**src/rtl/lifo_drain_pkg.sv**
```systemverilog
// Shared state encoding and buffer sizing for the LIFO drain stage.
package lifo_drain_pkg;

   typedef enum logic [1:0] {
      IDLE  = 2'd0,
      DRAIN = 2'd1,
      FLUSH = 2'd2,
      DONE  = 2'd3
   } drain_state_t;

   localparam int BUF_DEPTH = 2;
   localparam int OCC_W     = $clog2(BUF_DEPTH + 1);
   localparam int PTR_W     = $clog2(BUF_DEPTH);
   localparam int DEM_W     = OCC_W + 1;

endpackage

```
**src/rtl/lifo_drain_if.sv**
```systemverilog
// Valid/ready output stream of the drain stage, with an end-of-drain marker.
interface lifo_drain_if #(
   parameter int WIDTH = 8
);
   logic             m_valid;
   logic             m_ready;
   logic [WIDTH-1:0] m_data;
   logic             m_last;

   modport master (output m_valid, output m_data, output m_last, input m_ready);
   modport slave  (input m_valid, input m_data, input m_last, output m_ready);
endinterface

```
**src/rtl/lifo_drain_skid_buf2.sv**
```systemverilog
// Two-entry FIFO of {data, last} that absorbs the LIFO read latency under
// backpressure; the head entry drives the output stream.
module skid_buf2
   import lifo_drain_pkg::*;
#(
   parameter int WIDTH = 8
) (
   input  logic             clk,
   input  logic             rst,
   input  logic             wr_en,
   input  logic [WIDTH-1:0] wr_data,
   input  logic             wr_last,
   output logic [OCC_W-1:0] occ,
   output logic             m_valid,
   input  logic             m_ready,
   output logic [WIDTH-1:0] m_data,
   output logic             m_last
);

   logic [WIDTH-1:0]     data_q [BUF_DEPTH];
   logic [BUF_DEPTH-1:0] last_q;
   logic [PTR_W-1:0]     wr_ptr;
   logic [PTR_W-1:0]     rd_ptr;
   logic                 deq;

   assign m_valid = (occ != '0);
   assign deq     = m_valid && m_ready;
   assign m_data  = data_q[rd_ptr];
   assign m_last  = m_valid && last_q[rd_ptr];

   // NOTE: state is updated with <= so every register samples pre-edge values.
   always_ff @(posedge clk) begin
      if (rst) begin
         // NOTE: storage is cleared as well, so m_data reads zero after reset.
         for (int i = 0; i < BUF_DEPTH; i++) data_q[i] <= '0;
         last_q <= '0;
         wr_ptr <= '0;
         rd_ptr <= '0;
         occ    <= '0;
      end else begin
         if (wr_en) begin
            data_q[wr_ptr] <= wr_data;
            last_q[wr_ptr] <= wr_last;
            wr_ptr         <= wr_ptr + PTR_W'(1);
         end
         if (deq) rd_ptr <= rd_ptr + PTR_W'(1);
         case ({wr_en, deq})
            2'b10:   occ <= occ + OCC_W'(1);
            2'b01:   occ <= occ - OCC_W'(1);
            default: occ <= occ;
         endcase
      end
   end

endmodule

```
**src/rtl/lifo_drain.sv**
```systemverilog
// Pops a LIFO until empty on start and streams the words out with
// backpressure, flagging the final word and reporting done plus a word count.
module lifo_drain
   import lifo_drain_pkg::*;
#(
   parameter int WIDTH = 8,
   parameter int DEPTH = 16,
   parameter int CW    = $clog2(DEPTH + 1)
) (
   input  logic             clk,
   input  logic             rst,
   input  logic             start,
   output logic             busy,
   output logic             done,
   output logic [CW-1:0]    count,
   output logic             re,
   input  logic             empty,
   input  logic [WIDTH-1:0] dout,
   lifo_drain_if.master     m
);

   localparam logic [CW-1:0]    COUNT_MAX = CW'(DEPTH);
   localparam logic [DEM_W-1:0] BUF_LIMIT = DEM_W'(BUF_DEPTH);

   drain_state_t     state;
   logic             inflight;
   logic [OCC_W-1:0] occ;
   logic             deq;
   logic [DEM_W-1:0] demand;

   assign deq    = m.m_valid && m.m_ready;
   assign demand = DEM_W'(occ) + DEM_W'(inflight) - DEM_W'(deq);
   // A pop is issued only if the word is sure of a free slot when it lands.
   assign re     = (state == DRAIN) && !empty && (demand < BUF_LIMIT);

   skid_buf2 #(.WIDTH(WIDTH)) u_buf (
      .clk     (clk),
      .rst     (rst),
      .wr_en   (inflight),
      .wr_data (dout),
      .wr_last (empty),
      .occ     (occ),
      .m_valid (m.m_valid),
      .m_ready (m.m_ready),
      .m_data  (m.m_data),
      .m_last  (m.m_last)
   );

   always_ff @(posedge clk) begin
      if (rst) begin
         state    <= IDLE;
         busy     <= 1'b0;
         done     <= 1'b0;
         count    <= '0;
         inflight <= 1'b0;
      end else begin
         done     <= 1'b0;
         inflight <= re;
         if (deq && (count != COUNT_MAX)) count <= count + CW'(1);
         case (state)
            IDLE: begin
               if (start) begin
                  count <= '0;
                  busy  <= 1'b1;
                  if (empty) begin
                     state <= DONE;
                     done  <= 1'b1;
                  end else begin
                     state <= DRAIN;
                  end
               end
            end
            DRAIN: begin
               // The in-flight word captured while empty is the final one.
               if (inflight && empty) state <= FLUSH;
            end
            FLUSH: begin
               if (deq && m.m_last) begin
                  state <= DONE;
                  done  <= 1'b1;
               end
            end
            DONE: begin
               state <= IDLE;
               busy  <= 1'b0;
            end
            default: state <= IDLE;
         endcase
      end
   end

endmodule

```
**src/flat_wrapper.sv**
```systemverilog
// flat-port wrapper written by rule: the top's interface ports become plain ports
module lifo_drain_flat import lifo_drain_pkg::*;
#(
   parameter int WIDTH = 8,
   parameter int DEPTH = 16,
   parameter int CW    = $clog2(DEPTH + 1)
)
  (clk, rst, start, busy, done, count, re, empty, dout, m_m_valid, m_m_data, m_m_last, m_m_ready);
  lifo_drain_if #(.WIDTH(WIDTH)) m_i ();
  input  logic clk;
  input  logic rst;
  input  logic start;
  output logic busy;
  output logic done;
  output logic [CW-1:0] count;
  output logic re;
  input  logic empty;
  input  logic [WIDTH-1:0] dout;
  output wire logic [$bits(m_i.m_valid)-1:0] m_m_valid;
  output wire logic [$bits(m_i.m_data)-1:0] m_m_data;
  output wire logic [$bits(m_i.m_last)-1:0] m_m_last;
  input wire logic [$bits(m_i.m_ready)-1:0] m_m_ready;
  assign m_m_valid = m_i.m_valid;
  assign m_m_data = m_i.m_data;
  assign m_m_last = m_i.m_last;
  assign m_i.m_ready = m_m_ready;
  lifo_drain #(.WIDTH(WIDTH), .DEPTH(DEPTH), .CW(CW)) u_core (.clk(clk), .rst(rst), .start(start), .busy(busy), .done(done), .count(count), .re(re), .empty(empty), .dout(dout), .m(m_i));
endmodule
```
**config.mk**
```make
export PLATFORM = sky130hd
export DESIGN_NAME = lifo_drain_flat
export DESIGN_NICKNAME = d
export VERILOG_FILES = /design/src/rtl/lifo_drain_pkg.sv /design/src/rtl/lifo_drain_if.sv /design/src/rtl/lifo_drain_skid_buf2.sv /design/src/rtl/lifo_drain.sv /design/src/flat_wrapper.sv
export SDC_FILE = /design/constraint.sdc
export NUM_CORES = 1
export LEC_CHECK = 0
export CAP_MARGIN = 25
export CORE_ASPECT_RATIO = 0.5
export CORE_MARGIN = 2
export CORE_UTILIZATION = 35
export CTS_CLUSTER_SIZE = 16
export DETAILED_ROUTE_END_ITERATION = 10
export PLACE_DENSITY = 0.6
export SLEW_MARGIN = 20
export SYNTH_ARGS = -nofsm -noshare
export SYNTH_HDL_FRONTEND = slang
export SYNTH_HIERARCHICAL = 1
export SYNTH_SLANG_ARGS = --single-unit
```
**constraint.sdc**
```tcl
create_clock -name clk -period 3 [get_ports clk]
set_input_delay 0.6 -clock clk [delete_from_list [all_inputs] [get_ports clk]]
set_output_delay 0.6 -clock clk [all_outputs]
set_load 0.02 [all_outputs]
```
==> flow_summary_export.csv <==
group,metric,value,unit
drt,topRoutingLayerUsed,"met4",
pwr,clockPowerShare,24.5,%
sta,post-route-period-util,96.5,%
sta,clock.fmax,345,MHz
final_layout,final.fill_count,429,
pwr,p_comb_share,33.7,%
worst_hold_path,holdPathStages,2,
place,postPlaceCellArea,1990,sq um
pwr,switching_share,32.3,%
floorplan,floorplan.initialDensity,36.1,%
sta,hold_viol_final,0,
synthesis,netlist_top_cells_count,"sky130_fd_sc_hd__nor2_1, sky130_fd_sc_hd__dfxtp_1, sky130_fd_sc_hd__edfxtp_1",
place,port_buffer_cells,30,
synthesis,synth_area_leaders,"sky130_fd_sc_hd__edfxtp_1, sky130_fd_sc_hd__dfxtp_1, sky130_fd_sc_hd__mux2_2, sky130_fd_sc_hd__nor2_1, sky130_fd_sc_hd__ha_1",
critical_path,critPathKind,"in2out",
floorplan,ioPinCount,31,
critical_path,worst_r2r_endpoint,"u_core/inflight",
sta,timing.clock.skew,0.00761,ns
clock_tree,cts.sinks,33,
synthesis,synth_async_sr_flop_share,0,%
clock_tree,hold_buffers,0,
run_status,run_status,"complete, no violations",
worst_hold_path,holdPathEnd,"u_core/u_buf/last_q[1]",
drt,first_iter_violations,22,
global_routing,antenna_found_initial,0,
place,placed_cells,244,
sta,rsz_0062_raised_after_global_routing,"no",
synthesis,synth_seq_area_share,51.9,%
drt,drc,0,
drt,ant_nets,0,
synthesis,dominantRegCellSynth,"sky130_fd_sc_hd__dfxtp_1",
synthesis,per_instance_average_area_after_synthesis,10.3,sq um
critical_path,cp.arrival,2.30,ns
clock_tree,cts_post_setup_buffers_inserted,0,
synthesis,yosys.area.top_type,"sky130_fd_sc_hd__edfxtp_1",
global_routing,grt.total_usage,14.1,%
synthesis,synthesis.area,1580,sq um
pwr,net_switching_power_figure,0.435,mW
pwr,power.share.sequential,41.8,%
drt,dr_total_vias,1221,
global_routing,largest_net_degree_at_the_start_of_global_routing,15,
clock_tree,clkSlewWorstSetupHoldPaths,0.07,ns
synthesis,postSynthRegisterBits,33,
clock_tree,htree_levels,2,
final_layout,antenna_cells_inserted,0,
critical_path,slowest_stage,"sky130_fd_sc_hd__clkdlybuf4s50_1",
clock_tree,cts_tree,"built",
floorplan,core-area,4380,sq um
synthesis,number_of_enable_flip_flop_cells_after_synthesis,16,
synthesis,post_synth_inst_count,153,
sta,min_period,2.90,ns
drt,detail_route.wirelength,3.23,mm
job,cap_violations,0,
critical_path,r2r_setup_slack,1.18,ns
critical_path,cp_slowest_stage_delay,0.48,ns
drt,wl_per_cell,12.8,um
final_layout,final_layout_size_suffix_gt1_share,14.9,%
synthesis,yosysMostFrequentCell,"sky130_fd_sc_hd__nor2_1",
clock_tree,clk_path_buf_depth,2,
final_layout,utilization,47.5,%
global_routing,first_pass_grt_wire_length,5.44,mm
sta,number_of_pins_exceeding_their_max_slew_limit_in_the_final_report,0,
critical_path,worst_r2r_path_depth,8,
sta,timing.setup.tns,0,ns
global_routing,grt_overflow,0,
critical_path,worst_path_dominant_cell_family,"buffers and inverters",
pwr,power-per-cell-area,646,nW/um^2
final_layout,finalNetCount,215,
clock_tree,ctsRootBufferMaster,"sky130_fd_sc_hd__clkbuf_8",
pwr,power.leakage,0.750,nW
critical_path,critical_path_buf_inv_count,2,
sta,tightestPinTransition,0.464,ns
critical_path,nature_of_the_critical_path_endpoint,"primary output",
place,hpwlAfterDp,2.34,mm
clock_tree,cts_resized,4,
drt,met3WireLength,119,um
final_layout,layout.cells.non_filler,252,
drt,detailedRoute.firstPassIterationCount,4,
drt,route.met2.wl,1.58,mm
synthesis,synth_top_area_share,30.4,%
synthesis,synthDistinctLibCells,31,
floorplan,die-area,5100,sq um
synthesis,synth-warning-count,6,
floorplan,chip_width,99.1,um
critical_path,setup.worst_path.start,"m_m_ready",
synthesis,synth_nets,174,
floorplan,dieHeight,51.5,um
pwr,vdd_drop_max,0.225,mV
sta,timing.max_slew.rel_slack,69.1,%
global_routing,first_global_vias,1184,
floorplan,core.rowCount,17,
place,globalplace.congestion,0.814,
worst_hold_path,hold_path.class,"reg2reg",
critical_path,timing.rr.start,"u_core/u_buf/occ[1]",
pwr,power.internal,0.910,mW
clock_tree,cts_made_buffers,5,
final_layout,area.growth.synth_to_final,31.6,%
critical_path,crit_path_cell_trace,"clkdlybuf4s50_1 -> nand2_1 -> and2_1 -> o21ai_0 -> fa_2 -> nand3_1 -> nor2_1 -> buf_4",
critical_path,critPathMaxFanout,3,
critical_path,worst_ep_required_time,2.40,ns
drt,post_drt_via_cell_ratio,4.85,
final_layout,finish.instance_area,2080,sq um
sta,count_of_endpoints_failing_setup_in_the_final_report,0,
worst_hold_path,holdCritStartpoint,"u_core/u_buf/last_q[1]",
critical_path,setup.worst_path.start_class,"input port",
drt,wl_met1,1.48,mm
clock_tree,clock_latency,0.29,ns
[cell families after synthesis]
logic type      after synthesis  share of synthesized area, %
simple gates                 61                          19.3
flops                        33                          51.9
compound gates               25                          9.26
buf+inv                      11                          2.85
mux                          11                          7.67
fa+ha+maj                     8                          6.80
xor+xnor                      4                          2.22
[cell type report]
| cell class | instances | area, sq um | share of cell area, % |
|---|---|---|---|
| Inverter | 8 | 31.3 | 1.50 |
| Tap cell | 57 | 71.3 | 3.43 |
| Multi-Input combinational cell | 109 | 721 | 34.6 |
| Clock buffer | 5 | 68.8 | 3.31 |
| Timing Repair Buffer | 37 | 350 | 16.8 |
| Clock inverter | 3 | 17.5 | 0.842 |
| Sequential cell | 33 | 821 | 39.4 |
[worst max-delay path by stage]
stage	endpoint	slack, ns	cells after the start
after floorplan	re	0.36	9
after global placement	re	-0.32	9
after detailed placement	re	-0.40	9
after CTS	re	0.04	9
after global routing	re	0.0008	9
final	re	0.10	8
[flip-flops by register name, summed over array words and instances (netlist names), named ones only]
signal,flops
u_core/u_buf/rd_ptr,1
u_core/done,1
u_core/u_buf/last_q,2
u_core/count,5
u_core/inflight,1
u_core/busy,1
u_core/u_buf/data_q,16
u_core/state,2
u_core/u_buf/wr_ptr,1
u_core/u_buf/occ,2
[metal layers]
metal  vias up  global-route usage, %
li1        615                      -
met1       581                   16.6
met2        20                   24.3
met3         5                   4.30
met4         0                   6.16
met5         -                      0
[power by group through the flow]
stage,combinational (mW),clock (mW),sequential (mW)
finish,0.453,0.329,0.563
global route,0.499,0.361,0.570
CTS,0.452,0.340,0.564
detailed placement,0.453,0,0.574
global placement,0.445,0,0.570
floorplan,0.286,0,0.570
[cell usage in the layout (no fill, tap or decap), drive strengths merged, types with 3 or more instances in the layout]
cell type       n
a21oi          10
clkbuf          5
o21ai           8
mux2            9
ha              7
nand2b         11
or3             3
clkdlybuf4s50  29
buf             8
edfxtp         16
nand3           9
nor2           24
inv             7
dfxtp          17
nand2           6
xnor2           3
[tightest hold or removal path, cell delays in order, from the launching register on]
cell	delay (ns)
sky130_fd_sc_hd__dfxtp_1	0.31
sky130_fd_sc_hd__nand2_1	0.05
sky130_fd_sc_hd__a21oi_1	0.05
[metrics by stage]
step	total power, mW	hold WS [ns]	setup WS (ns)
after floorplan	0.856	0.436	0.361
after global placement	1.02	0.445	-0.315
final	1.34	0.457	0.104
after detailed placement	1.03	0.448	-0.402
after global routing	1.43	0.486	0.000812
after CTS	1.36	0.458	0.0394
Note: power is estimated with default switching activity, not from simulation.
==> patch 1, RTL diff (config.mk and constraints unchanged) <==
The package constant `BUF_DEPTH` goes from 2 to 4.
--- a/src/rtl/lifo_drain_pkg.sv
+++ b/src/rtl/lifo_drain_pkg.sv
@@ -9,5 +9,5 @@
    } drain_state_t;
 
-   localparam int BUF_DEPTH = 2;
+   localparam int BUF_DEPTH = 4;
    localparam int OCC_W     = $clog2(BUF_DEPTH + 1);
    localparam int PTR_W     = $clog2(BUF_DEPTH);
Check against the original RTL: not equivalent (Yosys sat finds a counterexample within 4 cycles, from zero or initial values and one cycle with rst high).
==> patch 1 against the unedited design <==
  * Sequential cell count grew 22
  * Count of clock-buffer cells in the layout increased by 1
  * Area after synthesis is 70% higher
  * Clock power increased by 78%
  * Global-route usage rose by 0.063 points
  * The flow now finishes with violations (negative setup slack)
  * Total power is 57% higher
  * Routed wire length is 66% higher
  * Largest power group unchanged
  * Critical path depth grew 2
  * Setup slack got worse by 0.21 ns
  * Non-clock buffer count is 8 higher
  * First-iteration DRC count grew to 5.8 times the old value
  * Final area grew 63%
  * Via count increased by 46%
  * Combinational power is 39% higher
==> patch 1: results (changes against the unedited design) <==
- Status: complete, but fails checks (was finished, final reports clean).
- The checks that failed: negative setup slack.
- Top Registers: u_core/u_buf/data_q (32), u_core/count (5), u_core/u_buf/last_q (4) (was u_core/u_buf/data_q (16), u_core/count (5)).
- The largest stage delay on the critical path is 0.53 ns (was 0.48 ns).
- The final worst setup slack is -0.107 ns (was 0.104 ns).
- The final worst clock skew is 0.00437 ns (was 0.00761 ns).
- The routed metal-1 wirelength was 2.64 mm (was 1.48 mm).
- The number of distinct library cells after synthesis was 44 (was 31).
- The worst-case reg-to-reg path depth is 10 (was 8).
- The fraction of met2 tracks used by global routing was 24.3% (about the same).
- The fraction of final layout cells sized beyond drive strength 1 is 19.4% (was 14.9%).
- The count of filler cells inserted in the layout came to 687 (was 429).
- The pre-CTS setup slack is -0.734 ns (was -0.402 ns).
- The data arrival time of the critical path was 2.51 ns (was 2.30 ns).
- The total met2 wirelength after detailed routing is 2.49 mm (was 1.58 mm).
- The met1 routing resource usage after global routing is 18.0% (was 16.6%).
- The dominant synthesized flop cell is sky130_fd_sc_hd__edfxtp_1 (was sky130_fd_sc_hd__dfxtp_1).
- The placed wire-length estimate came to 3.73 mm (was 2.34 mm).
- The power consumption is 2.12 mW (was 1.34 mW).
- The global-route wire length before repair was 9.13 mm (was 5.44 mm).
- The final setup violation count is 1 (was 0).
- The via count normalized by instance count is 4.84 (was 4.85).
- The post-synthesis cell count came to 225 (was 153).
- The via count is 1785 (was 1221).
- The via count of the first global-routing pass is 1881 (was 1184).
- The cell at the root of the clock tree is sky130_fd_sc_hd__clkbuf_16 (was sky130_fd_sc_hd__clkbuf_8).
- Top cell types by occurrence after synthesis: sky130_fd_sc_hd__and2_1, sky130_fd_sc_hd__edfxtp_1, sky130_fd_sc_hd__dfxtp_1 (was sky130_fd_sc_hd__nor2_1, sky130_fd_sc_hd__dfxtp_1, sky130_fd_sc_hd__edfxtp_1).
==> patch 1: timing repair <==
action	4_1_cts	5_1_grt
endpoints found under the setup margin	1	1
pin swaps	5	0
gates resized for setup	15	0
setup buffers	1	0
==> patch 1: cell families (layout without fill, tap and decap cells) <==
| family | after synthesis | count (layout) | synth area share (%) |
|---|---|---|---|
| fa+ha+maj | 15 | 15 | 7.24 |
| xor+xnor | 6 | 6 | 1.95 |
| buf+inv | 23 | 71 | 3.44 |
| compound gates | 32 | 32 | 7.34 |
| mux | 11 | 11 | 8.31 |
| simple gates | 83 | 83 | 19.0 |
| flops | 55 | 55 | 52.7 |
==> patch 1: area by class of cell <==
| class | count | area [um2] | area share, % |
|---|---|---|---|
| sequential | 55 | 1420 | 41.9 |
| multi-input combinational | 147 | 1220 | 36.0 |
| timing repair buffer | 45 | 409 | 12.1 |
| clock buffer | 6 | 129 | 3.80 |
| tap | 96 | 120 | 3.54 |
| inverter | 18 | 72.6 | 2.14 |
| clock inverter | 2 | 16.3 | 0.480 |
==> patch 2, RTL diff (config.mk and constraints unchanged) <==
Without the edit above. Encoding of `drain_state_t`: now one-hot (4 bits for 4 states).
--- a/src/rtl/lifo_drain_pkg.sv
+++ b/src/rtl/lifo_drain_pkg.sv
@@ -2,9 +2,9 @@
 package lifo_drain_pkg;
 
-   typedef enum logic [1:0] {
-      IDLE  = 2'd0,
-      DRAIN = 2'd1,
-      FLUSH = 2'd2,
-      DONE  = 2'd3
+   typedef enum logic [3:0] {
+      IDLE  = 4'b0001,
+      DRAIN = 4'b0010,
+      FLUSH = 4'b0100,
+      DONE  = 4'b1000
    } drain_state_t;
 
Formal check against the unedited RTL: same outputs for any inputs over 10 cycles, from zero or initial values and one cycle with rst high; not proved beyond that.
==> patch 2 against the unedited design <==
  * Sequential share of layout area is 1.1 points higher
  * Final area is 1.9% higher
  * Sequential cell count is 2 higher
  * Cell count is 0.40% higher
  * Routed wire length is 2.2% lower
  * Setup slack better by 0.0083 ns
  * Area after synthesis is 2.1% higher
  * Critical path type unchanged
Power is not compared: it rests on default switching activity, and its combinational part moved more than twofold at a synthesized area within 25%.
==> patch 2: results (changes against the unedited design) <==
- Status: finished, final reports clean (unchanged).
- The via count normalized by instance count is 4.77 (was 4.85).
- The post-synthesis xor/xnor area fraction is 2.71% (was 2.22%).
- The actual slew at the worst max-slew pin is 0.495 ns (was 0.464 ns).
- The synthesis-to-finish area growth was 31.4% (was 31.6%).
- The final net count is 212 (was 215).
- The smallest hold slack is 0.477 ns (was 0.457 ns).
- The compound-cell area share of the yosys netlist is 9.30% (was 9.26%).
- The placed wire-length estimate is 2.11 mm (was 2.34 mm).
- The number of nets in the synthesized netlist is 170 (was 174).
- The multiplexer share of the synthesized area is 6.82% (was 7.67%).
- The fraction of final layout cells sized beyond drive strength 1 is 14.8% (was 14.9%).
- The final worst clock skew came to 0.00685 ns (was 0.00761 ns).
- The internal reg-to-reg setup slack is 1.22 ns (was 1.18 ns).
- The global-route wire length before repair is 5.29 mm (was 5.44 mm).
- The via count of the first global-routing pass is 1135 (was 1184).
- The count of routing violations after the opening detailed-route iteration is 46 (was 22).
- The via count is 1206 (was 1221).
- The placed cell area came to 0.00203 mm2 (was 0.00199 mm2).
- For this design the static power due to leakage is between 0.7 and 0.8 nW.
- The number of distinct library cells after synthesis is 35 (was 31).
- The share of synthesized cell area in full adder, half adder and majority cells is 3.57% (was 6.80%).
- The part of the Yosys area used for sequential elements came to 53.3% (was 51.9%).
- Largest cells by area after synthesis: sky130_fd_sc_hd__edfxtp_1, sky130_fd_sc_hd__dfxtp_1, sky130_fd_sc_hd__nor2_1, sky130_fd_sc_hd__mux2_2, sky130_fd_sc_hd__nand2b_1 (was sky130_fd_sc_hd__edfxtp_1, sky130_fd_sc_hd__dfxtp_1, sky130_fd_sc_hd__mux2_2, sky130_fd_sc_hd__nor2_1, sky130_fd_sc_hd__ha_1).
- The antenna cell count is 0 (unchanged).
- Top cell types by occurrence after synthesis: sky130_fd_sc_hd__nor2_1, sky130_fd_sc_hd__dfxtp_1, sky130_fd_sc_hd__edfxtp_1 (unchanged).
- The maximum number of pins on one net before global-route repair came to 22 (was 15).
- The pre-CTS setup slack came to -0.403 ns (was -0.402 ns).
- The count of filler cells inserted in the layout was 428 (was 429).
- The routed wire length was 3.16 mm (was 3.23 mm).
- The share of the clock period used by the worst path came to 96.3% (was 96.5%).
- The cell total after placement is 245 (was 244).
- The post-CTS setup repair buffer count is 0 (unchanged).
- Top Registers: u_core/u_buf/data_q (16), u_core/count (5), u_core/state (4) (was u_core/u_buf/data_q (16), u_core/count (5)).
- The routability congestion estimate from global placement is 0.741 (was 0.814).
- The all-layer global routing usage was 13.7% (was 14.1%).
==> patch 2: changes by cell type in the layout (fill, tap and decap cells not counted), moves of 2 or more <==
cell	change
sky130_fd_sc_hd__o21ai_0	-2
sky130_fd_sc_hd__a32oi_1	+2
sky130_fd_sc_hd__o21ai_1	+2
sky130_fd_sc_hd__inv_1	-2
sky130_fd_sc_hd__nand3_1	-3
sky130_fd_sc_hd__ha_1	-4
sky130_fd_sc_hd__nor2_1	+5
sky130_fd_sc_hd__dfxtp_1	+2
sky130_fd_sc_hd__nor3_1	-2
sky130_fd_sc_hd__a211oi_1	-2
==> patch 2: worst paths after layout <==
path                                       startpoint                                   to  cells after the start
setup / recovery                            m_m_ready                                   re                      7
hold / removal    u_core/u_buf/last_q[1]$_SDFFE_PP0P_  u_core/u_buf/last_q[1]$_SDFFE_PP0P_                      2
setup reg to reg     u_core/u_buf/occ[0]$_SDFFE_PP0P_           u_core/inflight$_SDFF_PP0_                      9
hold reg to reg   u_core/u_buf/last_q[1]$_SDFFE_PP0P_  u_core/u_buf/last_q[1]$_SDFFE_PP0P_                      2
==> patch 2: area by class of cell <==
cell class	count	area share, %
repair buffers	38	16.9
inverters	5	0.885
flip-flops and latches	35	40.6
multi-input cells	110	34.1
well taps	57	3.36
clock buffers	5	3.24
clock inverters	3	0.944
==> patch 2: critical path, stage by stage <==
cell and delay (ns):
sky130_fd_sc_hd__clkdlybuf4s50_1 0.48, sky130_fd_sc_hd__nand2_1 0.10, sky130_fd_sc_hd__and2_1 0.17, sky130_fd_sc_hd__o21ai_1 0.15
sky130_fd_sc_hd__fa_1 0.42, sky130_fd_sc_hd__and4b_1 0.22, sky130_fd_sc_hd__buf_4 0.16
==> patch 2: power by group through the flow <==
stage                     sequential [mW]  combinational [mW]  clock, mW
after global placement              0.528              0.0837          0
after CTS                           0.518              0.0840      0.351
after global routing                0.519              0.0905      0.371
after floorplan                     0.529              0.0377          0
final                               0.518              0.0830      0.338
after detailed placement            0.529              0.0838          0
==> patch 2: what timing repair did <==
| action | 4_1_cts | 5_1_grt |
|---|---|---|
| setup endpoints to repair | 1 | 1 |
| pin swaps | 0 | 2 |
| hold endpoints to repair | 0 | 0 |
| gates resized for setup | 4 | 3 |
==> patch 2: metal layers <==
layer / track usage [%] / routed length (um) / share of wire, % / up-vias
li1: - / - / - / 624
met1: 16.0 / 1530 / 48 / 556
met2: 22.4 / 1460 / 46 / 24
met3: 5.51 / 133 / 4.2 / 2
met4: 6.85 / 40 / 1.3 / 0
met5: 0 / 0 / 0 / -
